==> src/rtl/jt49_dcrm_mc.sv <==
// Multi-channel DC-removal filter: per-channel 2^AW-sample moving average, output = sample - average.
// Optional macro JT49_DCRM_SAT_EN clamps dout to the DW-bit signed range.
module jt49_dcrm_mc #(
  parameter int DW = 10,
  parameter int AW = 5,
  parameter int CH = 3,
  parameter int CW = 2
) (
  input  logic                 clk,
  input  logic                 rst,
  input  logic                 cen,
  input  logic [DW-1:0]        din,
  input  logic [CW-1:0]        din_ch,
  input  logic                 din_valid,
  output logic                 din_ready,
  output logic signed [DW:0]   dout,
  output logic [CW-1:0]        dout_ch,
  output logic                 dout_valid
);

  localparam int DEPTH  = CH << AW;
  localparam int ADDR_W = CW + AW;
  localparam int SW     = DW + AW;

  typedef enum logic [1:0] {CLEAR, IDLE, READ, UPDATE} state_t;

  state_t              state;
  logic [ADDR_W-1:0]   clr_cnt;
  logic [DW-1:0]       mem [DEPTH];
  logic [AW-1:0]       ptr [CH];
  logic [SW-1:0]       sum [CH];

  logic [DW-1:0]       samp_p0;
  logic [CW-1:0]       ch_p0;
  logic [DW-1:0]       old_p1;
  logic [DW-1:0]       avg;
  logic signed [DW:0]  diff;
  logic                accept;
  logic                ch_ok;

  function automatic logic signed [DW:0] sat_dw(input logic signed [DW:0] v);
    logic signed [DW:0] hi;
    logic signed [DW:0] lo;
    hi = {2'b00, {(DW-1){1'b1}}};
    lo = {2'b11, {(DW-1){1'b0}}};
    if (v > hi)      sat_dw = hi;
    else if (v < lo) sat_dw = lo;
    else             sat_dw = v;
  endfunction

  assign ch_ok  = {1'b0, din_ch} < (CW+1)'(CH);
  assign accept = cen & din_valid & din_ready;

  // The window sum cannot underflow: old_p1 is itself part of sum[ch_p0].
  assign avg  = DW'((sum[ch_p0] + SW'(samp_p0) - SW'(old_p1)) >> AW);
  assign diff = $signed({1'b0, samp_p0}) - $signed({1'b0, avg});

  // Stage p0: latch the accepted sample (invalid channels are dropped here)
  always_ff @(posedge clk) begin
    if (accept && ch_ok) begin
      samp_p0 <= din;
      ch_p0   <= din_ch;
    end
  end

  // Stage p1: registered read of the oldest sample; buffer writes for clear and update
  always_ff @(posedge clk) begin
    if (!rst && cen) begin
      if (state == CLEAR)
        mem[clr_cnt] <= '0;
      else if (state == UPDATE)
        mem[{ch_p0, ptr[ch_p0]}] <= samp_p0;
      if (accept && ch_ok)
        old_p1 <= mem[{din_ch, ptr[din_ch]}];
    end
  end

  // Stage p2: control FSM, running sums, pointers and output registers
  always_ff @(posedge clk) begin
    if (rst) begin
      state      <= CLEAR;
      clr_cnt    <= '0;
      din_ready  <= 1'b0;
      dout       <= '0;
      dout_ch    <= '0;
      dout_valid <= 1'b0;
      for (int i = 0; i < CH; i++) begin
        ptr[i] <= '0;
        sum[i] <= '0;
      end
    end else begin
      dout_valid <= 1'b0;
      if (cen) begin
        case (state)
          CLEAR: begin
            clr_cnt <= clr_cnt + ADDR_W'(1);
            if (clr_cnt == ADDR_W'(DEPTH-1)) begin
              state     <= IDLE;
              din_ready <= 1'b1;
            end
          end
          IDLE: begin
            if (din_valid && ch_ok) begin
              state     <= READ;
              din_ready <= 1'b0;
            end
          end
          READ: state <= UPDATE;
          UPDATE: begin
            sum[ch_p0] <= sum[ch_p0] + SW'(samp_p0) - SW'(old_p1);
            ptr[ch_p0] <= ptr[ch_p0] + AW'(1);
`ifdef JT49_DCRM_SAT_EN
            dout       <= sat_dw(diff);
`else
            dout       <= diff;
`endif
            dout_ch    <= ch_p0;
            dout_valid <= 1'b1;
            state      <= IDLE;
            din_ready  <= 1'b1;
          end
        endcase
      end
    end
  end

endmodule
==> config.mk <==
export PLATFORM = sky130hd
export DESIGN_NAME = jt49_dcrm_mc
export DESIGN_NICKNAME = d
export VERILOG_FILES = /design/src/rtl/jt49_dcrm_mc.sv
export SDC_FILE = /design/constraint.sdc
export NUM_CORES = 2
export LEC_CHECK = 0
export ABC_AREA = 0
export BUFFER_PORTS_ARGS = -buffer_cell sky130_fd_sc_hd__buf_4
export CAP_MARGIN = 0
export CORE_ASPECT_RATIO = 0.75
export CORE_MARGIN = 2
export CORE_UTILIZATION = 68
export DETAILED_ROUTE_END_ITERATION = 6
export MAX_ROUTING_LAYER = met4
export PLACE_DENSITY = 0.85
export RECOVER_POWER = 100
export SKIP_LAST_GASP = 1
export SLEW_MARGIN = 20
export SYNTH_ARGS = -nofsm -noshare
export SYNTH_HDL_FRONTEND = slang
export SYNTH_SLANG_ARGS = --single-unit
==> constraint.sdc <==
create_clock -name clk -period 15.7 [get_ports clk]
set_input_delay 0.785 -clock clk [delete_from_list [all_inputs] [get_ports clk]]
set_output_delay 0.785 -clock clk [all_outputs]
set_load 0.02 [all_outputs]
==> impl_results.rst <==
.. list-table::
   :header-rows: 1

   * - Metric
     - Value
   * - Maximum clock frequency
     - 0.120 GHz
   * - Share of the yosys chip area belonging to registers
     - 73.5%
   * - DIE AREA
     - 66,900 sq um
   * - Number of antenna violations at the first check in global routing
     - 2
   * - Post-CTS Setup Inserts
     - 0
   * - Worst max-slew margin expressed relative to the limit
     - -254%
   * - Global placement routability congestion
     - 0.848
   * - Endpoints failing hold
     - 0
   * - Max-cap check violation count
     - 20
   * - Number of instances in the synthesized netlist
     - 2,294
   * - Setup violation total in the final timing report
     - 0
   * - Peak supply drop
     - 0.115 mV
   * - Worst-case setup margin in the final layout
     - 7.39 ns
   * - Sum of negative setup slack
     - 0 ns
   * - Synthesized Nets
     - 2,349
   * - Multi-input logic area
     - 10,800 sq um
   * - Iter 0 DRT Violations
     - 3,467
   * - Share of flip-flops with an asynchronous set or reset after synthesis
     - 0%
   * - Critical path class
     - primary input to flip-flop
   * - LEAKAGE
     - 13.6 nW
   * - CTS Sinks
     - 1,088
   * - Global route total overflow
     - 0
   * - Count of yosys warnings during synthesis
     - 0
   * - Post-synth design cell area
     - 44,100 sq um
   * - I/O Pins
     - 31
   * - Horiz. Die Dim
     - 298 microns
   * - Relative area change from synthesis to final layout
     - 9.32%
   * - Final period util
     - 52.9%
   * - Leading cell types in the layout, fill and taps excluded
     - edfxtp_1, mux4_2, nor2_1
   * - CTS Root Buffer Type
     - clkbuf_16
   * - Maximum fanout along the worst path
     - 51
   * - Critical path's largest stage delay
     - 2.77 ns
   * - Total number of placement rows
     - 80
   * - # DRC
     - 0
   * - Final Util
     - 75.5%
   * - Detail-routed via count per cell
     - 7.00
   * - Number of buffers inserted during clock tree synthesis
     - 96
   * - Fraction of final layout cells with drive strength greater than 1
     - 18.8%
   * - Number of instances resized during post-cts repair
     - 0
   * - Largest net degree at the start of global routing
     - 126
   * - Antenna violation net count after detailed routing
     - 0
   * - TritonCTS clock tree
     - yes
   * - Number of register bits inferred by synthesis
     - 1,088
   * - Startpoint class of the critical path
     - primary input
   * - Overall via count from detail_route
     - 22,900
   * - Crit-path cells
     - clkbuf_1, mux4_4, buf_16, buf_6, clkbuf_1, mux4_2, nor2b_1, a211oi_1, a21oi_1, mux4_2, nor2_1, a21oi_1
   * - Port bufs
     - 30
   * - Average cell area after synthesis
     - 19.2 sq um
   * - Top cell family by delay on the critical path
     - buffers and inverters
   * - Leading cell type in the layout, fill and taps excluded
     - edfxtp_1
   * - Die Y-Extent
     - 225 microns
   * - Setup repair after global routing missed its margin
     - no
   * - Final critical path time including I/O delays and setup
     - 8.31 ns
   * - Synth unique cells
     - 53
   * - Initial Util
     - 69.0%
   * - Endpoint class of the critical path
     - flip-flop
   * - Violations in the final reports
     - capacitance limit, slew limit
   * - Post-placement worst setup slack
     - 9.37 ns
   * - Primary flip-flop cell chosen by synthesis mapping
     - edfxtp_1
   * - Post-detailed-route wirelength per cell
     - 31.9 microns
   * - # placed instances
     - 3,086
   * - Critical path arrival
     - 8.68 ns
   * - Wirelength, routed
     - 104 mm
   * - Clock-pin slew reported for the worst setup and hold paths after clock tree synthesis
     - 0.07 ns
   * - First-pass iteration count of the detailed router
     - 6
   * - Half-perimeter wire length of the detailed placement result
     - 57.3 mm
   * - Crit path required time
     - 16.07 ns
   * - Fillers
     - 3,410
   * - Total number of H-tree levels
     - 3
   * - Number of global-route vias before repair
     - 22,900
   * - Global-route wire length before repair
     - 154 mm
   * - Fin cells
     - 3,276
   * - CP Buf/Inv Count
     - 4
   * - Worst-case clock buffer depth
     - 3
   * - Nets
     - 2,386
   * - Final Skew
     - 0.0341 ns
   * - Number of flops mapped to enable cells by yosys
     - 1,062
   * - Footprint of the flip-flops and latches
     - 32,400 sq um
   * - Hold bufs inserted after CTS
     - 0
   * - Core area
     - 63,900 sq um
   * - All-Layer GR Usage
     - 32.8%
   * - Result of the run
     - complete, but fails checks
   * - Power per cell area
     - 122 nW/um^2
   * - Final count of pins violating max slew
     - 1,051
   * - Clock insertion delay at the later pin of the skew report
     - 0.68 ns
   * - Kind of path behind the tightest hold check
     - primary input to flip-flop
   * - Worst-Margin Slew
     - 5.31 ns
   * - Critical Path Slowest Stage Cell
     - clkbuf_1
-- cells in the mapped netlist, drive strengths merged (2+ instances only) --
library cell  count  share of area [%]
or4               2              0.034
nor2b            61               0.87
edfxtp         1062                 72
a211oi           75                1.3
nand3            16               0.18
or3               6              0.085
o31a              2              0.040
maj3              5               0.12
o31ai             3              0.051
nor3              6              0.068
a21boi            3              0.051
o21bai            5              0.085
mux2              2              0.051
xor2             11               0.22
dfxtp            26                1.2
and2              6              0.088
nand3b            7               0.12
and3              3              0.043
a311oi            2              0.068
nor2            200                1.7
o21ai            10               0.11
fa               11               0.50
a21oi            95                1.1
a32oi             3              0.060
inv              75               0.64
clkbuf           76               0.65
buf              48               0.73
mux2i            61                1.4
nand4             3              0.043
mux4            275                 14
o211ai            3              0.051
nand2            66               0.56
xnor2            16               0.32
a21o              9               0.15
ha               28               0.79
-- worst paths after layout --
path                   startpoint                    to  slack (ns)  depth (start not counted)
max                     din_ch[0]   old_p1[8]$_DFFE_PP_        7.39                         12
min reg2reg  dout[3]$_SDFFE_PP0P_  dout[3]$_SDFFE_PP0P_        0.46                          2
max reg2reg   ptr[3][0]$_DFFE_PP_   old_p1[8]$_DFFE_PP_        8.58                         11
min                        din[8]  samp_p0[8]$_DFFE_PP_        0.31                          1
-- flip-flops by register name, summed over array words and instances, names as in the netlist, 7 cells and up, named ones only --
signal   cells
mem        960
dout        11
ptr         20
samp_p0     10
clr_cnt      7
sum         60
old_p1      10
-- layout make-up --
cell class	instances	share of cell area, %
clock buffer	116	5.18
timing repair buffer	63	0.753
antenna	2	0.0104
tap	861	2.23
clock inverter	64	1.50
inverter	75	0.584
sequential	1088	67.2
multi-input combinational	1007	22.5
-- per-stage QoR --
step | total power, mW | hold WS [ns] | instance area [sq um]
final | 5.90 | 0.310 | 48200
after global routing | 6.02 | 0.291 | 48200
after CTS | 5.90 | 0.263 | 48300
after detailed placement | 3.50 | 0.448 | 45100
after global placement | 3.50 | 0.440 | 45100
after floorplan | 3.44 | 0.467 | 44100
-- routing by layer --
metal | wire length (microns) | share of wire [%] | vias to the layer above | track usage, %
met5 | 0 | 0 | - | -
met2 | 50200 | 48 | 1634 | 49.8
met4 | 4020 | 3.8 | 0 | 11.2
met1 | 38000 | 36 | 11700 | 45.6
met3 | 12100 | 12 | 280 | 6.84
li1 | - | - | 9264 | -
-- logic make-up after synthesis --
group / count (synthesis) / share of synthesized area [%]
AOI/OAI and AO/OA: 217 / 3.16
xor gates and xnor gates: 27 / 0.536
adders and majority gates: 44 / 1.42
buffers and inverters: 199 / 2.02
DFF: 1088 / 73.5
muxes: 338 / 15.5
and+or+nand+nor: 381 / 3.88
-- worst register-to-register path, delay by kind of cell, from the launching register on --
family	cells	cell delay, ns
flip-flops	1	0.37
multiplexers	3	1.87
buffers and inverters	3	3.79
AND/OR/NAND/NOR	2	0.26
AO/OA/AOI/OAI	3	0.52
-- power breakdown --
group          switching, mW  internal [mW]  total (mW)
registers            0.00403           3.15        3.16
logic                  0.180          0.112       0.292
clock network           1.08           1.37        2.45
No activity file was read; power rests on OpenSTA's default activity.
